$ cat src/rtl/dj_score_pkg.sv
// Shared constants, types and helpers for the on-screen score display path.
package dj_score_pkg;

  localparam int SCORE_W = 20;
  localparam int DIGITS  = 6;
  localparam int ITER_W  = $clog2(SCORE_W);
  localparam logic [SCORE_W-1:0] SAT_MAX = SCORE_W'(999999);

  typedef enum logic [1:0] {S_IDLE, S_LOAD, S_SHIFT, S_DONE} score_state_t;

  typedef logic [4*DIGITS-1:0] bcd_t;

  // A digit is blanked when it and every digit above it is zero; the units
  // digit is never blanked so a score of zero still shows a single "0".
  function automatic logic [DIGITS-1:0] blank_mask_of(input bcd_t bcd);
    logic [DIGITS-1:0] mask;
    logic              all_zero;
    mask     = '0;
    all_zero = 1'b1;
    for (int i = DIGITS-1; i >= 1; i--) begin
      all_zero = all_zero & (bcd[4*i +: 4] == 4'd0);
      mask[i]  = all_zero;
    end
    return mask;
  endfunction

endpackage

$ cat src/rtl/score_bcd_display_dabble_step.sv
// One double-dabble iteration: add 3 to every BCD digit >= 5, then shift the
// combined {bcd, bin} register left by one bit.
module bcd_dabble_step
  import dj_score_pkg::*;
(
  input  bcd_t               bcd_in,
  input  logic [SCORE_W-1:0] bin_in,
  output bcd_t               bcd_out,
  output logic [SCORE_W-1:0] bin_out
);

  bcd_t                        adj;
  logic [4*DIGITS+SCORE_W-1:0] work;

  // Digits never exceed 9 between shifts, so the 4-bit add-3 cannot wrap.
  always_comb begin
    adj = bcd_in;
    for (int i = 0; i < DIGITS; i++) begin
      if (bcd_in[4*i +: 4] >= 4'd5) begin
        adj[4*i +: 4] = bcd_in[4*i +: 4] + 4'd3;
      end
    end
    work               = {adj, bin_in} << 1;
    {bcd_out, bin_out} = work;
  end

endmodule

$ cat src/rtl/score_bcd_display.sv
// Per-frame score sampler: clamps Score, converts it to BCD with a sequential
// double-dabble engine, keeps a session high score and a leading-zero mask.
module score_bcd_display
  import dj_score_pkg::*;
(
  input  logic                Clk,
  input  logic                Reset_n,
  input  logic                frame_clk,
  input  logic [SCORE_W-1:0]  Score,
  input  logic                hi_clear,
  output logic [4*DIGITS-1:0] bcd_digits,
  output logic [4*DIGITS-1:0] hi_digits,
  output logic [SCORE_W-1:0]  hi_score,
  output logic [DIGITS-1:0]   blank_mask,
  output logic                sat,
  output logic                busy,
  output logic                done
);

  score_state_t       state_q, state_d;
  logic               fv_q;
  logic               req;
  logic [SCORE_W-1:0] bin_q, val_q;
  bcd_t               bcd_q;
  logic               sat_work_q;
  logic [ITER_W-1:0]  iter_q;
  bcd_t               bcd_next;
  logic [SCORE_W-1:0] bin_next;
  logic               over;

  assign req  = frame_clk & ~fv_q;
  assign over = (Score > SAT_MAX);
  assign busy = (state_q != S_IDLE);
  assign done = (state_q == S_DONE);

  bcd_dabble_step u_step (
    .bcd_in  (bcd_q),
    .bin_in  (bin_q),
    .bcd_out (bcd_next),
    .bin_out (bin_next)
  );

  // State register and vsync edge-detect history.
  always_ff @(posedge Clk or negedge Reset_n) begin
    if (!Reset_n) begin
      state_q <= S_IDLE;
      fv_q    <= 1'b0;
    end else begin
      state_q <= state_d;
      fv_q    <= frame_clk;
    end
  end

  // Next-state logic; requests outside IDLE are simply dropped.
  always_comb begin
    state_d = state_q;
    case (state_q)
      S_IDLE:  if (req) state_d = S_LOAD;
      S_LOAD:  state_d = S_SHIFT;
      S_SHIFT: if (iter_q == ITER_W'(SCORE_W-1)) state_d = S_DONE;
      S_DONE:  state_d = S_IDLE;
      default: state_d = S_IDLE;
    endcase
  end

  // Conversion work registers, kept apart from the visible outputs.
  always_ff @(posedge Clk or negedge Reset_n) begin
    if (!Reset_n) begin
      bin_q      <= '0;
      val_q      <= '0;
      bcd_q      <= '0;
      sat_work_q <= 1'b0;
      iter_q     <= '0;
    end else begin
      case (state_q)
        S_LOAD: begin
          bin_q      <= over ? SAT_MAX : Score;
          val_q      <= over ? SAT_MAX : Score;
          sat_work_q <= over;
          bcd_q      <= '0;
          iter_q     <= '0;
        end
        S_SHIFT: begin
          bcd_q  <= bcd_next;
          bin_q  <= bin_next;
          iter_q <= iter_q + ITER_W'(1);
        end
        default: ;
      endcase
    end
  end

  // Visible score outputs change only on the DONE edge.
  always_ff @(posedge Clk or negedge Reset_n) begin
    if (!Reset_n) begin
      bcd_digits <= '0;
      sat        <= 1'b0;
      blank_mask <= {{(DIGITS-1){1'b1}}, 1'b0};
    end else if (state_q == S_DONE) begin
      bcd_digits <= bcd_q;
      sat        <= sat_work_q;
      blank_mask <= blank_mask_of(bcd_q);
    end
  end

  // High score tracking; a clear pulse overrides a coincident update.
  always_ff @(posedge Clk or negedge Reset_n) begin
    if (!Reset_n) begin
      hi_score  <= '0;
      hi_digits <= '0;
    end else if (hi_clear) begin
      hi_score  <= '0;
      hi_digits <= '0;
    end else if ((state_q == S_DONE) && (val_q > hi_score)) begin
      hi_score  <= val_q;
      hi_digits <= bcd_q;
    end
  end

endmodule

$ cat config.mk
export PLATFORM = sky130hd
export DESIGN_NAME = score_bcd_display
export DESIGN_NICKNAME = d
export VERILOG_FILES = /design/src/rtl/dj_score_pkg.sv /design/src/rtl/score_bcd_display_dabble_step.sv /design/src/rtl/score_bcd_display.sv
export SDC_FILE = /design/constraint.sdc
export NUM_CORES = 1
export LEC_CHECK = 0
export CELL_PAD_IN_SITES_DETAIL_PLACEMENT = 0
export CELL_PAD_IN_SITES_GLOBAL_PLACEMENT = 1
export CORE_MARGIN = 2
export CORE_UTILIZATION = 44
export CTS_CLUSTER_SIZE = 28
export DETAILED_ROUTE_END_ITERATION = 8
export GPL_TIMING_DRIVEN = 0
export PLACE_DENSITY = 0.81
export SLEW_MARGIN = 20
export SYNTH_ARGS = -nofsm -noshare
export SYNTH_HDL_FRONTEND = slang
export SYNTH_SLANG_ARGS = --single-unit
$ cat constraint.sdc
create_clock -name Clk -period 3.8 [get_ports Clk]
set_input_delay 0.57 -clock Clk [delete_from_list [all_inputs] [get_ports Clk]]
set_output_delay 0.57 -clock Clk [all_outputs]
set_load 0.02 [all_outputs]
After elaboration in Yosys (flattened, before gate mapping)
Cells that the tools add are included.

storage, ports and cells
  flip-flop bits (word level) = 147
  input bits = 24

operators by class
  $add $sub $neg = 7
  $lt $le $gt $ge = 8
  equal/unequal tests = 6
  multiplexer cells = 17
  bitwise operators = 6
  reductions and logical operators = 11

operator list
  kind                                                                    number
  20-bit 2-to-1 mux                                                       3
  24-bit 2-to-1 mux                                                       2
  24-bit case mux with 2 select lines                                     1
  20-bit case mux with 2 select lines                                     1
  4-bit by 3-bit >= comparator with 1-bit output (second input constant)  6
  4-bit by 2-bit adder with 4-bit output (second input constant)          5
  20-bit > comparator                                                     1
  20-bit > comparator (second input constant)                             1
  4-bit zero test                                                         5
  4-bit 2-to-1 mux                                                        5
  5-bit case mux with 2 select lines                                      1
  2-bit case mux with 4 select lines                                      1
  2-bit nonzero test                                                      3
  5-bit by 1-bit adder with 5-bit output (second input constant)          1
  1-bit bitwise AND                                                       5
  5-bit == test (second input constant)                                   1
  2-bit == test (second input constant)                                   2
  2-bit 2-to-1 mux                                                        2
  2-bit != test (second input constant)                                   2
  3-bit by 2-bit adder with 3-bit output (second input constant)          1
  3-bit 2-to-1 mux                                                        1
  2-bit by 1-bit == test with 1-bit output (second input constant)        1
  2-bit zero test                                                         1
  2-bit AND reduction                                                     1
  2 further kinds                                                         2

Longest topological paths before layout
  word-level depth = 5
  depth in mapped cells = 10

By module
Synthesis repeated with hierarchy kept, for this count alone.

unflattened totals
  cells, all modules = 790
  area, all modules = 7682.4 um^2

by module, submodules not included
  module             instances  cells an instance  area an instance (um^2)
  score_bcd_display  1          676                6932.9
  bcd_dabble_step    1          114                749.5

Least setup slack after synthesis
No wires, ideal clock.

  path type = reg2reg
  start = register hi_score[11]
  end = register hi_digits[0]
  library setup time = 0.148 ns
  arrival = 2.151 ns
  slack = 1.501 ns
  cell stages (with the launch flop) = 10
  clock period less this slack = 2.299 ns
  cell sequence = dfrtp_1 > inv_1 > ha_1 > a21oi_1 > o21ai_0 > a221oi_4 > and3_1 > buf_2 > buf_6 > o221ai_2

between the ends
  cells in the longest elaborated chain, start to end = 3

RTL lines
  item                          RTL line                  text
  start, declared               score_bcd_display.sv:13   output logic [SCORE_W-1:0] hi_score,
  start signal, assigned        score_bcd_display.sv:115  hi_score <= val_q;
  20-bit > comparator           score_bcd_display.sv:114  end else if ((state_q == S_DONE) && (val_q > hi_score)) begin
  1-bit logical AND             score_bcd_display.sv:114
  2-bit nonzero test (no line)  --
  end signal, assigned          score_bcd_display.sv:116  hi_digits <= bcd_q;
  end, declared                 score_bcd_display.sv:12   output logic [4*DIGITS-1:0] hi_digits,

No other way between the ends.
A chain may end at the register's enable or synchronous reset.

Worst setup path after layout
  start = register val_q[15]
  end = register hi_score[13]

between the ends
  cells in the longest elaborated chain, start to end = 3

RTL lines
  item                          RTL line                  text
  start, declared               score_bcd_display.sv:23   logic [SCORE_W-1:0] bin_q, val_q;
  start signal, assigned        score_bcd_display.sv:78   val_q <= over ? SAT_MAX : Score;
  20-bit > comparator           score_bcd_display.sv:114
  1-bit logical AND             score_bcd_display.sv:114
  2-bit nonzero test (no line)  --

No other way between the ends.

==> impl_metrics.py <==
metrics = {
    "layout": {
        "nNetsFinal": 1060,
        "final_cell_mix": "dfrtp_1, clkdlybuf4s50_1, inv_1",
        "stdcell_area_um2": 10100,
        "fillers": 1708,
        "final_common_cell": "dfrtp_1",
        "finalNonFillerCells": 1242,
        "diodes": 0,
        "drive_above_1_share_pct": 10.6,
        "multi_input_area_um2": 4030,
        "regArea_um2": 3680,
        "area_growth_pct": 22.5,
    },
    "route": {
        "vias": 6988,
        "routed_wl_um": 22100,
        "dr.pass1.iters": 5,
        "ant_nets": 0,
        "via_per_inst": 5.63,
        "drc": 0,
        "wl_per_cell_um": 17.8,
        "drtIter0Drc": 535,
    },
    "job": {
        "cap_violations": 0,
    },
    "clocking": {
        "clk_path_buf_depth": 2,
        "cts_tree": "yes",
        "cts.clk_slew.worst_paths_ps": 60,
        "clock-sinks": 147,
        "cts_buffers": 17,
        "htree_levels": 4,
        "postCtsHoldBufs": 0,
        "cts_setup_buffers": 0,
        "cts_root_buf": "clkbuf_16",
        "cts_resized": 0,
        "clk-insertion-delay-late_ps": 430,
    },
    "global_route": {
        "grt_pass1_vias": 6810,
        "grt_pass1_wl_um": 36000,
        "gr-total-overflow": 0,
        "grt_max_degree": 92,
        "grt_usage_pct": 22.8,
        "antenna_found_initial": 0,
    },
    "timing": {
        "final_max_slew_viol_count": 0,
        "min_period_ps": 2790,
        "fmax_mhz": 358,
        "rsz0062_at_grt": "false",
        "setup_tns_ps": 0,
        "worstMarginPinSlew_ps": 755,
        "worst_slack_ps": 1010,
        "slew_headroom_pct": 49.7,
        "fin_crit_sh_pct": 73.5,
        "hold_viol_final": 0,
        "setup_viol": 0,
        "final.setup_skew_ps": 13.0,
        "hold_slack_ps": 73.0,
    },
    "worst_setup_path": {
        "required_ps": 4150,
        "reg2regPathDepth": 9,
        "setup.worst_path.start_class": "register",
        "path_max_fanout": 10,
        "path_class": "register to register",
        "critPathArrivalTime_ps": 3150,
        "end_kind": "register",
    },
    "floorplanning": {
        "rows": 50,
        "coreArea_um2": 18600,
        "initial_core_util_pct": 44.6,
        "die_width_um": 141,
        "die-area_um2": 19900,
        "fp.dieH_um": 141,
        "pin_count": 101,
    },
    "place": {
        "hpwl_um": 15800,
        "placed_cell_area_um2": 9580,
        "place_inst": 1210,
        "port_buffers": 98,
        "gp_congestion": 0.819,
        "pre_cts_slack_ps": 1040,
    },
    "synth": {
        "synth_xor_area_share_pct": 0.635,
        "synthFlopType": "dfrtp_1",
        "yosys.cell_types.count": 47,
        "synthAdderAreaFrac_pct": 6.20,
        "ys_seq_elements": 147,
        "syn_inst": 877,
        "yosysTopAreaCellShare_pct": 42.9,
        "ys_async_sr_fraction_pct": 100,
        "synth-simple-area-share_pct": 19.4,
        "synthMuxAreaShare_pct": 4.84,
        "synth_area_leader_cell": "dfrtp_1",
        "yosys_warnings": 0,
        "synthesis.area_um2": 8280,
        "synth_compound_gate_area_share_pct": 17.5,
        "synth_enable_flop_cells": 0,
        "synth.top_cells.by_area": "dfrtp_1, ha_1, mux2_2, a21oi_1, nand2b_1",
        "syn_area_per_cell_um2": 9.44,
        "ys_seq_area_share_pct": 44.5,
        "syn-num-nets": 942,
        "synth_top_family_by_area": "simple AND/OR/NAND/NOR gates",
    },
    "pwr": {
        "switching_power_mw": 3.25,
        "leakage_nw": 4.15,
        "internal_power_mw": 4.04,
        "powerDensity_nw_per_um2": 718,
        "p_clk_share_pct": 21.8,
        "switching_share_pct": 44.6,
        "peakVddDrop_mv": 0.462,
        "seqPwrFrac_pct": 31.0,
        "pwr-share-comb_pct": 47.2,
    },
    "worst_hold_path": {
        "hp-class": "input port to async pin",
    },
    "outcome": {
        "outcome": "finished, final reports clean",
    },
}
==> sequential cells by signal (all words and copies together), names as in the netlist <==
register,cells
bcd_digits,24
bcd_q,24
hi_digits,24
bin_q,20
hi_score,20
val_q,20
blank_mask,5
iter_q,5
state_q,2
fv_q,1
sat,1
sat_work_q,1
==> per-stage QoR <==
step,power (mW),utilization [%]
after CTS,7.32,54.6
after floorplan,4.50,-
after global routing,7.78,54.6
after global placement,5.67,51.4
after detailed placement,5.71,51.6
final,7.28,54.6
==> synth_stat cells (3+ instances only) <==
| cell | count |
|---|---|
| a211o_1 | 19 |
| and2_1 | 5 |
| dfstp_2 | 5 |
| buf_1 | 5 |
| nand3_1 | 48 |
| o22ai_1 | 26 |
| o21ai_0 | 23 |
| nor2_1 | 59 |
| a31oi_1 | 14 |
| o221ai_2 | 20 |
| nand4_1 | 44 |
| a21oi_1 | 69 |
| nand2_1 | 35 |
| mux2_2 | 32 |
| clkbuf_1 | 50 |
| xnor2_1 | 6 |
| o211ai_1 | 3 |
| dfrtp_1 | 142 |
| o32ai_1 | 3 |
| or3_1 | 44 |
| nor3_1 | 8 |
| o221ai_1 | 11 |
| ha_1 | 41 |
| o31ai_1 | 4 |
| buf_2 | 8 |
| mux2i_1 | 4 |
| inv_1 | 75 |
| nand2b_1 | 52 |
==> worst max-delay path, cell delays in order (launching register included) <==
cell and delay, ps:
dfrtp_1 410, ha_1 330, a21oi_1 160, o21ai_1 270, nand2_1 220, clkbuf_1 340, buf_2 310, buf_1 430
nand4_1 150, nand4_1 110
==> cell type report <==
class,count,area share [%]
multi-input cells,588,39.7
clock buffers,19,4.37
plain buffers,67,2.80
inverters,75,2.78
repair buffers,99,10.0
flip-flops and latches,147,36.3
clock inverters,13,1.10
well taps,234,2.89
==> layer usage <==
layer	global-route usage (%)	wire [um]	share of wire [%]	vias up
met1	33.3	10700	49	3416
met2	35.6	10300	47	167
li1	-	-	-	3384
met4	5.84	285	1.3	0
met3	3.53	788	3.6	21
met5	0	0	0	-
==> power by group through the flow <==
| stage | logic [mW] | clock network [mW] | registers, mW |
|---|---|---|---|
| 5_1_grt | 3.80 | 1.68 | 2.30 |
| 3_5_place_dp | 3.43 | 0 | 2.28 |
| 4_1_cts | 3.45 | 1.61 | 2.26 |
| 3_3_place_gp | 3.40 | 0 | 2.27 |
| 2_1_floorplan | 2.14 | 0 | 2.36 |
| 6_report | 3.44 | 1.59 | 2.26 |
==> final timing paths <==
path	startpoint	to	slack, ps
setup / recovery	val_q[15]	hi_score[13]	1010
hold / removal	Reset_n	bin_q[16]	70
setup reg to reg	val_q[15]	hi_score[13]	1010
hold reg to reg	blank_mask[4]	blank_mask[4]	480
max in group asynchronous	Reset_n	blank_mask[4]	2900
min in group Clk	blank_mask[4]	blank_mask[4]	480
==> logic make-up (layout without fill, tap and decap cells) <==
group | count (synthesis) | in the layout
simple gates | 302 | 302
fa+ha+maj | 41 | 41
buf+inv | 142 | 273
flops | 147 | 147
compound gates | 202 | 202
xor+xnor | 6 | 6
mux | 36 | 36
other cells | 1 | 1
(Power assumes the default switching activity.)
